## config.mk

```make
export PLATFORM = sky130hd
export DESIGN_NAME = mna_req_packetizer
export DESIGN_NICKNAME = d
export VERILOG_FILES = /design/src/rtl/mna_pkg.sv /design/src/rtl/mna_vc_select.sv /design/src/rtl/mna_req_packetizer.sv
export SDC_FILE = /design/constraint.sdc
export NUM_CORES = 1
export LEC_CHECK = 0
export ABC_AREA = 1
export ABC_CLOCK_PERIOD_IN_PS = 4450
export CAP_MARGIN = 40
export CORE_ASPECT_RATIO = 1.25
export CORE_MARGIN = 5
export CORE_UTILIZATION = 50
export DETAILED_ROUTE_END_ITERATION = 10
export GPL_TIMING_DRIVEN = 0
export PLACE_DENSITY = 0.95
export SLEW_MARGIN = 20
export SYNTH_ARGS = -nofsm -noshare
export SYNTH_HDL_FRONTEND = slang
export SYNTH_SLANG_ARGS = --single-unit
export TNS_END_PERCENT = 20
```

## constraint.sdc

```tcl
create_clock -name clk -period 4.45 [get_ports clk]
set_clock_uncertainty 0.2 [all_clocks]
set_input_delay 0.6675 -clock clk [delete_from_list [all_inputs] [get_ports clk]]
set_output_delay 0.6675 -clock clk [all_outputs]
set_load 0.01 [all_outputs]
```

## src/rtl/mna_pkg.sv

```systemverilog
// Shared definitions for the master network adapter request path.
// Holds flit-type codes, the header read/write bit position, the
// packetizer FSM state encoding and a width helper.
package mna_pkg;

  // Flit type field, carried in the two MSBs of every flit.
  localparam logic [1:0] FlitHdr  = 2'b10;
  localparam logic [1:0] FlitBody = 2'b00;
  localparam logic [1:0] FlitTail = 2'b01;

  // Header payload bit flagging a read (1) or write (0) request.
  localparam int unsigned RdBitPos = 0;

  typedef enum logic [2:0] {
    StIdle,
    StWaitVc,
    StHdr,
    StBody,
    StTail
  } pkt_state_e;

  // clog2 that never returns less than 1, so a single-VC build still has an index bit.
  function automatic int unsigned clog2_min1(input int unsigned n);
    return (n <= 1) ? 1 : $clog2(n);
  endfunction

endpackage

```

## src/rtl/mna_vc_select.sv

```systemverilog
// Lowest-index priority encoder over the free-VC vector.
// Ports:
//   vc_free_i   - bit i set when VC i can be allocated
//   vc_idx_o    - index of the lowest free VC (0 when none free)
//   vc_onehot_o - one-hot of the selected VC (all zero when none free)
//   any_free_o  - at least one VC is free
module mna_vc_select
  import mna_pkg::*;
#(
  parameter int unsigned NUM_VC = 8,
  parameter int unsigned VC_W   = clog2_min1(NUM_VC)
) (
  input  logic [NUM_VC-1:0] vc_free_i,
  output logic [VC_W-1:0]   vc_idx_o,
  output logic [NUM_VC-1:0] vc_onehot_o,
  output logic              any_free_o
);

  // Scan from the top down so the lowest set bit is the last one written.
  always_comb begin
    vc_idx_o    = '0;
    vc_onehot_o = '0;
    for (int i = NUM_VC - 1; i >= 0; i--) begin
      if (vc_free_i[i]) begin
        vc_idx_o       = VC_W'(i);
        vc_onehot_o    = '0;
        vc_onehot_o[i] = 1'b1;
      end
    end
  end

  assign any_free_o = |vc_free_i;

endmodule

```

## src/rtl/mna_req_packetizer.sv

```systemverilog
// MNA request-flow packetizer. Accepts one AXI4-Lite style read or write
// request, claims the lowest free VC and serialises the request as
// HDR/[BODY]/TAIL flits on a valid/ready link.
// Ports:
//   clk, rst_n      - clock, asynchronous active-low reset
//   req_*           - request handshake and contents (write flag, addr, wdata)
//   vc_allocatable  - free-VC vector from the router
//   vc_claim        - one-hot VC held for the packet in flight
//   flit_*          - flit link toward the router
//   pkt_done        - one-cycle pulse on the tail handshake
module mna_req_packetizer
  import mna_pkg::*;
#(
  parameter int unsigned SRC_W    = 4,
  parameter logic [SRC_W-1:0] SRC_ADDR = 4'b0001,
  parameter int unsigned ADDR_W   = 32,
  parameter int unsigned DATA_W   = 32,
  parameter int unsigned NUM_VC   = 8,
  parameter int unsigned DEST_W   = 4,
  localparam int unsigned VC_W    = clog2_min1(NUM_VC),
  localparam int unsigned FLIT_W  = 2 + VC_W + DATA_W
) (
  input  logic              clk,
  input  logic              rst_n,
  input  logic              req_valid,
  output logic              req_ready,
  input  logic              req_write,
  input  logic [ADDR_W-1:0] req_addr,
  input  logic [DATA_W-1:0] req_wdata,
  input  logic [NUM_VC-1:0] vc_allocatable,
  output logic [NUM_VC-1:0] vc_claim,
  output logic              flit_valid,
  input  logic              flit_ready,
  output logic [FLIT_W-1:0] flit_data,
  output logic              pkt_done
);

  pkt_state_e        state_q, state_d;
  logic              write_q, write_d;
  logic [ADDR_W-1:0] addr_q, addr_d;
  logic [DATA_W-1:0] wdata_q, wdata_d;
  logic [VC_W-1:0]   vc_idx_q, vc_idx_d;
  logic [NUM_VC-1:0] vc_claim_q, vc_claim_d;

  logic [VC_W-1:0]   sel_idx;
  logic [NUM_VC-1:0] sel_onehot;
  logic              sel_any;

  logic [DATA_W-1:0] hdr_payload;
  logic [DATA_W-1:0] addr_ext;

  mna_vc_select #(
    .NUM_VC (NUM_VC),
    .VC_W   (VC_W)
  ) u_vc_select (
    .vc_free_i   (vc_allocatable),
    .vc_idx_o    (sel_idx),
    .vc_onehot_o (sel_onehot),
    .any_free_o  (sel_any)
  );

  always_comb begin
    state_d    = state_q;
    write_d    = write_q;
    addr_d     = addr_q;
    wdata_d    = wdata_q;
    vc_idx_d   = vc_idx_q;
    vc_claim_d = vc_claim_q;
    unique case (state_q)
      StIdle: begin
        if (req_valid) begin
          write_d = req_write;
          addr_d  = req_addr;
          wdata_d = req_wdata;
          state_d = StWaitVc;
        end
      end
      StWaitVc: begin
        // The VC is bound here once; vc_allocatable is ignored for the rest of the packet.
        if (sel_any) begin
          vc_idx_d   = sel_idx;
          vc_claim_d = sel_onehot;
          state_d    = StHdr;
        end
      end
      StHdr: begin
        if (flit_ready) state_d = write_q ? StBody : StTail;
      end
      StBody: begin
        if (flit_ready) state_d = StTail;
      end
      StTail: begin
        if (flit_ready) begin
          vc_idx_d   = '0;
          vc_claim_d = '0;
          state_d    = StIdle;
        end
      end
      default: state_d = StIdle;
    endcase
  end

  always_ff @(posedge clk or negedge rst_n) begin
    if (!rst_n) begin
      state_q    <= StIdle;
      write_q    <= 1'b0;
      addr_q     <= '0;
      wdata_q    <= '0;
      vc_idx_q   <= '0;
      vc_claim_q <= '0;
    end else begin
      state_q    <= state_d;
      write_q    <= write_d;
      addr_q     <= addr_d;
      wdata_q    <= wdata_d;
      vc_idx_q   <= vc_idx_d;
      vc_claim_q <= vc_claim_d;
    end
  end

  // Header payload: DEST in the MSBs, source ID below it, read flag at bit 0.
  always_comb begin
    hdr_payload = '0;
    hdr_payload[DATA_W-1 -: DEST_W]          = addr_q[ADDR_W-1 -: DEST_W];
    hdr_payload[DATA_W-1-DEST_W -: SRC_W]    = SRC_ADDR;
    hdr_payload[RdBitPos]                    = ~write_q;
  end

  assign addr_ext = DATA_W'(addr_q);

  // Outputs come from latched request state only, so they hold under backpressure.
  always_comb begin
    flit_data  = '0;
    flit_valid = 1'b0;
    unique case (state_q)
      StHdr: begin
        flit_valid = 1'b1;
        flit_data  = {FlitHdr, vc_idx_q, hdr_payload};
      end
      StBody: begin
        flit_valid = 1'b1;
        flit_data  = {FlitBody, vc_idx_q, addr_ext};
      end
      StTail: begin
        flit_valid = 1'b1;
        flit_data  = {FlitTail, vc_idx_q, write_q ? wdata_q : addr_ext};
      end
      default: begin
        flit_valid = 1'b0;
        flit_data  = '0;
      end
    endcase
  end

  assign req_ready = (state_q == StIdle);
  assign vc_claim  = vc_claim_q;
  assign pkt_done  = (state_q == StTail) && flit_ready;

endmodule
```

==> impl_results.md <==
* Status: finished, final reports clean
* Worst-Margin Slew at 535.3 ps
* Final hold viol count at 0
* First-pass GRT wire length at 20650 um
* Pleak at 2.748 nW
* Minimum clock period at 3491 ps
* Clk buf depth at 2
* VDD IR-drop max at 419.0 uV
* Comb power frac at 51.3%
* Register area share after synthesis at 48.56%
* RD Place Congestion at 0.9470
* Total global routing overflow at 0
* Fillers at 554
* 1st-pass router iterations at 6
* Ys Warns at 0
* Slew HR at 64.32%
* Die area at 10060 um2
* Final wirelength at 12880 um
* Vias per inst at 5.479
* Layout cell share with drive strength beyond 1 at 8.285%
* CP Launch Type: flip-flop
* #FFs+latches synth at 79
* Hold Path Class: input pin to asynchronous set/reset pin
* Antenna diodes at 0
* Synth cell types at 23
* Max-slew violation count at 0
* Final setup fails at 0
* Chip width at 90.71 um
* Global Route Usage Sum at 25.37%
* Reg power frac at 31.5%
* # port buffers at 123
* Hold buffer count at cts at 0
* Final ANT Viol Nets at 0
* Fmax at 286.4 MHz
* Mapped Area at 4071 um2
* Sw Share at 41.51%
* TritonCTS Sinks at 79
* Syn Nets at 625
* Largest net degree at the start of global routing at 43
* Worst Path Class, Setup: flip-flop to primary output
* Psw at 0.001576 W
* Dpl cells at 767
* Vias in the first global route at 4336
* Average cell area after synthesis at 7.430 um2
* H-tree depth at 3
* Power per cell area at 668.5 nW/um2
* Power, Total at 0.003796 W
* Chip height at 110.9 um
* Nets at 760
* Worst-skew pair later-pin latency at 370 ps
* CTS tree: built
* Wire per inst at 16.44 um
* WP data arrival at 2620 ps
* Crit path capture type: primary output
* Number of max-cap violations at 0
* Vias at 4290
* Mapped Cells at 548
* Worst EP required at 3580 ps
* Initial drt markers at 419
* Area leader, netlist: dfrtp_1
* Clock Root Buffer: clkbuf_8
* TritonCTS buffer count at 9
* Initial Util at 51.65%
* P&R area growth vs syn at 39.46%
* Cell Rows at 36
* Clock share of power at 17.3%
* Antenna violations before repair at 0
* Hpwl dp at 9246 um
* Core area at 7883 um2
* Clk slew on worst S/H paths at 90 ps
* # IOs at 125
* Non-Filler Instances at 783
* RSZ-0062 raised after global routing: false
* DR DRC count at 0
* Critical Path Fanout Max at 10
* Postcts setup bufs at 0
* Fin crit share at 78.45%
* Ranking of synthesized cells by area: dfrtp_1 (49%), nand2_1 (16%), o21ai_0 (7.5%), nand3_1 (5.3%), inv_1 (4.8%)
* Pint at 0.002220 W
* CTS resizes at 0
* Top cell type's share of synthesized area at 48.56%
==> placed cells by master (no fill, tap or decap), types with 10 or more instances in the layout <==
master           synthesis  layout
buf_2                   15      15
o21ai_0                 61      61
nor2_1                  47      47
clkbuf_1                10      13
inv_1                   52      52
clkbuf_8                 0      10
a21oi_1                 33      33
nand3_1                 43      43
dfrtp_1                 79      79
clkdlybuf4s50_1          0     122
nand2_1                173     173
==> worst paths after layout <==
check | end | slack [ps] | from | cells after the start
setup / recovery | flit_data[6] | 960 | state_q[2] | 5
hold / removal | addr_ext[28] | 50 | rst_n | 1
setup reg to reg | addr_ext[8] | 2720 | state_q[0] | 7
hold reg to reg | wdata_q[12] | 280 | wdata_q[12] | 2
max in group asynchronous | wdata_q[11] | 3380 | rst_n | 2
min in group clk | wdata_q[12] | 280 | wdata_q[12] | 2
==> area by class of cell <==
| type | count | area [um2] | share of cell area, % |
|---|---|---|---|
| plain buffers | 30 | 168.9 | 2.975 |
| clock buffers | 13 | 148.9 | 2.622 |
| clock inverters | 3 | 90.09 | 1.587 |
| inverters | 55 | 209.0 | 3.680 |
| multi-input cells | 384 | 1717 | 30.23 |
| flip-flops and latches | 79 | 1977 | 34.82 |
| well taps | 95 | 118.9 | 2.093 |
| repair buffers | 124 | 1249 | 21.99 |
==> metal layers <==
layer | share of wire (%) | GRT usage, % | wire (um) | vias up
li1 | - | - | - | 2002
met1 | 37 | 29.52 | 4820 | 2005
met2 | 51 | 43.87 | 6604 | 234
met3 | 7.1 | 4.684 | 910 | 49
met4 | 4.2 | 13.21 | 539 | 0
met5 | 0 | 0 | 0 | -
==> worst max-delay path, stage by stage, from the launching register on <==
cell and delay, ps:
dfrtp_1 460, nor2_2 270, nand2_1 260, clkbuf_1 330
o21ai_0 320, clkdlybuf4s50_1 610
==> cell families after synthesis <==
logic type      count (synthesis)  synth area share, %
flops                          79                48.56
compound gates                106                13.80
buf+inv                        85                9.281
simple gates                  278                28.37
==> power by group through the flow <==
stage	logic [W]	clock network [W]	registers, W
detailed placement	0.00191	0	0.00120
global route	0.00215	0.000679	0.00122
finish	0.00195	0.000655	0.00120
CTS	0.00194	0.000654	0.00119
global placement	0.00184	0	0.00118
floorplan	0.00113	0	0.00117
==> sequential cells by signal, indices dropped and copies added, names as in the netlist <==
register and count:
addr_ext 32, wdata_q 32, vc_claim 8, state_q 3, vc_idx_q 3, write_q 1
==> through the flow <==
stage | cell area, um2 | hold WS [ps] | TNS (ps) | utilization [%] | worst slack, ps
after floorplan | 4071 | 171.9 | 0 | - | 2367
after global placement | 5421 | 253.6 | -12930 | 68.78 | -167.4
after detailed placement | 5439 | 259.3 | 0 | 69.00 | 1408
after CTS | 5678 | 78.33 | 0 | 72.03 | 985.5
after global routing | 5678 | 99.76 | 0 | 72.03 | 844.1
final | 5678 | 54.17 | 0 | 72.03 | 958.8
==> Yosys cell counts <==
cell and n:
nor2_2 5, inv_1 52, or2_2 1, o21ai_0 61, nor2_4 1, o211ai_1 2, nand3b_1 1, nand3_2 1
o21ai_1 3, nand2_1 173, nor2_1 47, clkbuf_1 10, buf_6 5, inv_4 1, buf_2 15, inv_2 2
o21ai_2 7, nand3_1 43, nand2_2 2, nand2_4 2, nand4_1 2, a21oi_1 33, dfrtp_1 79
Note: power is estimated with default switching activity, not from simulation.
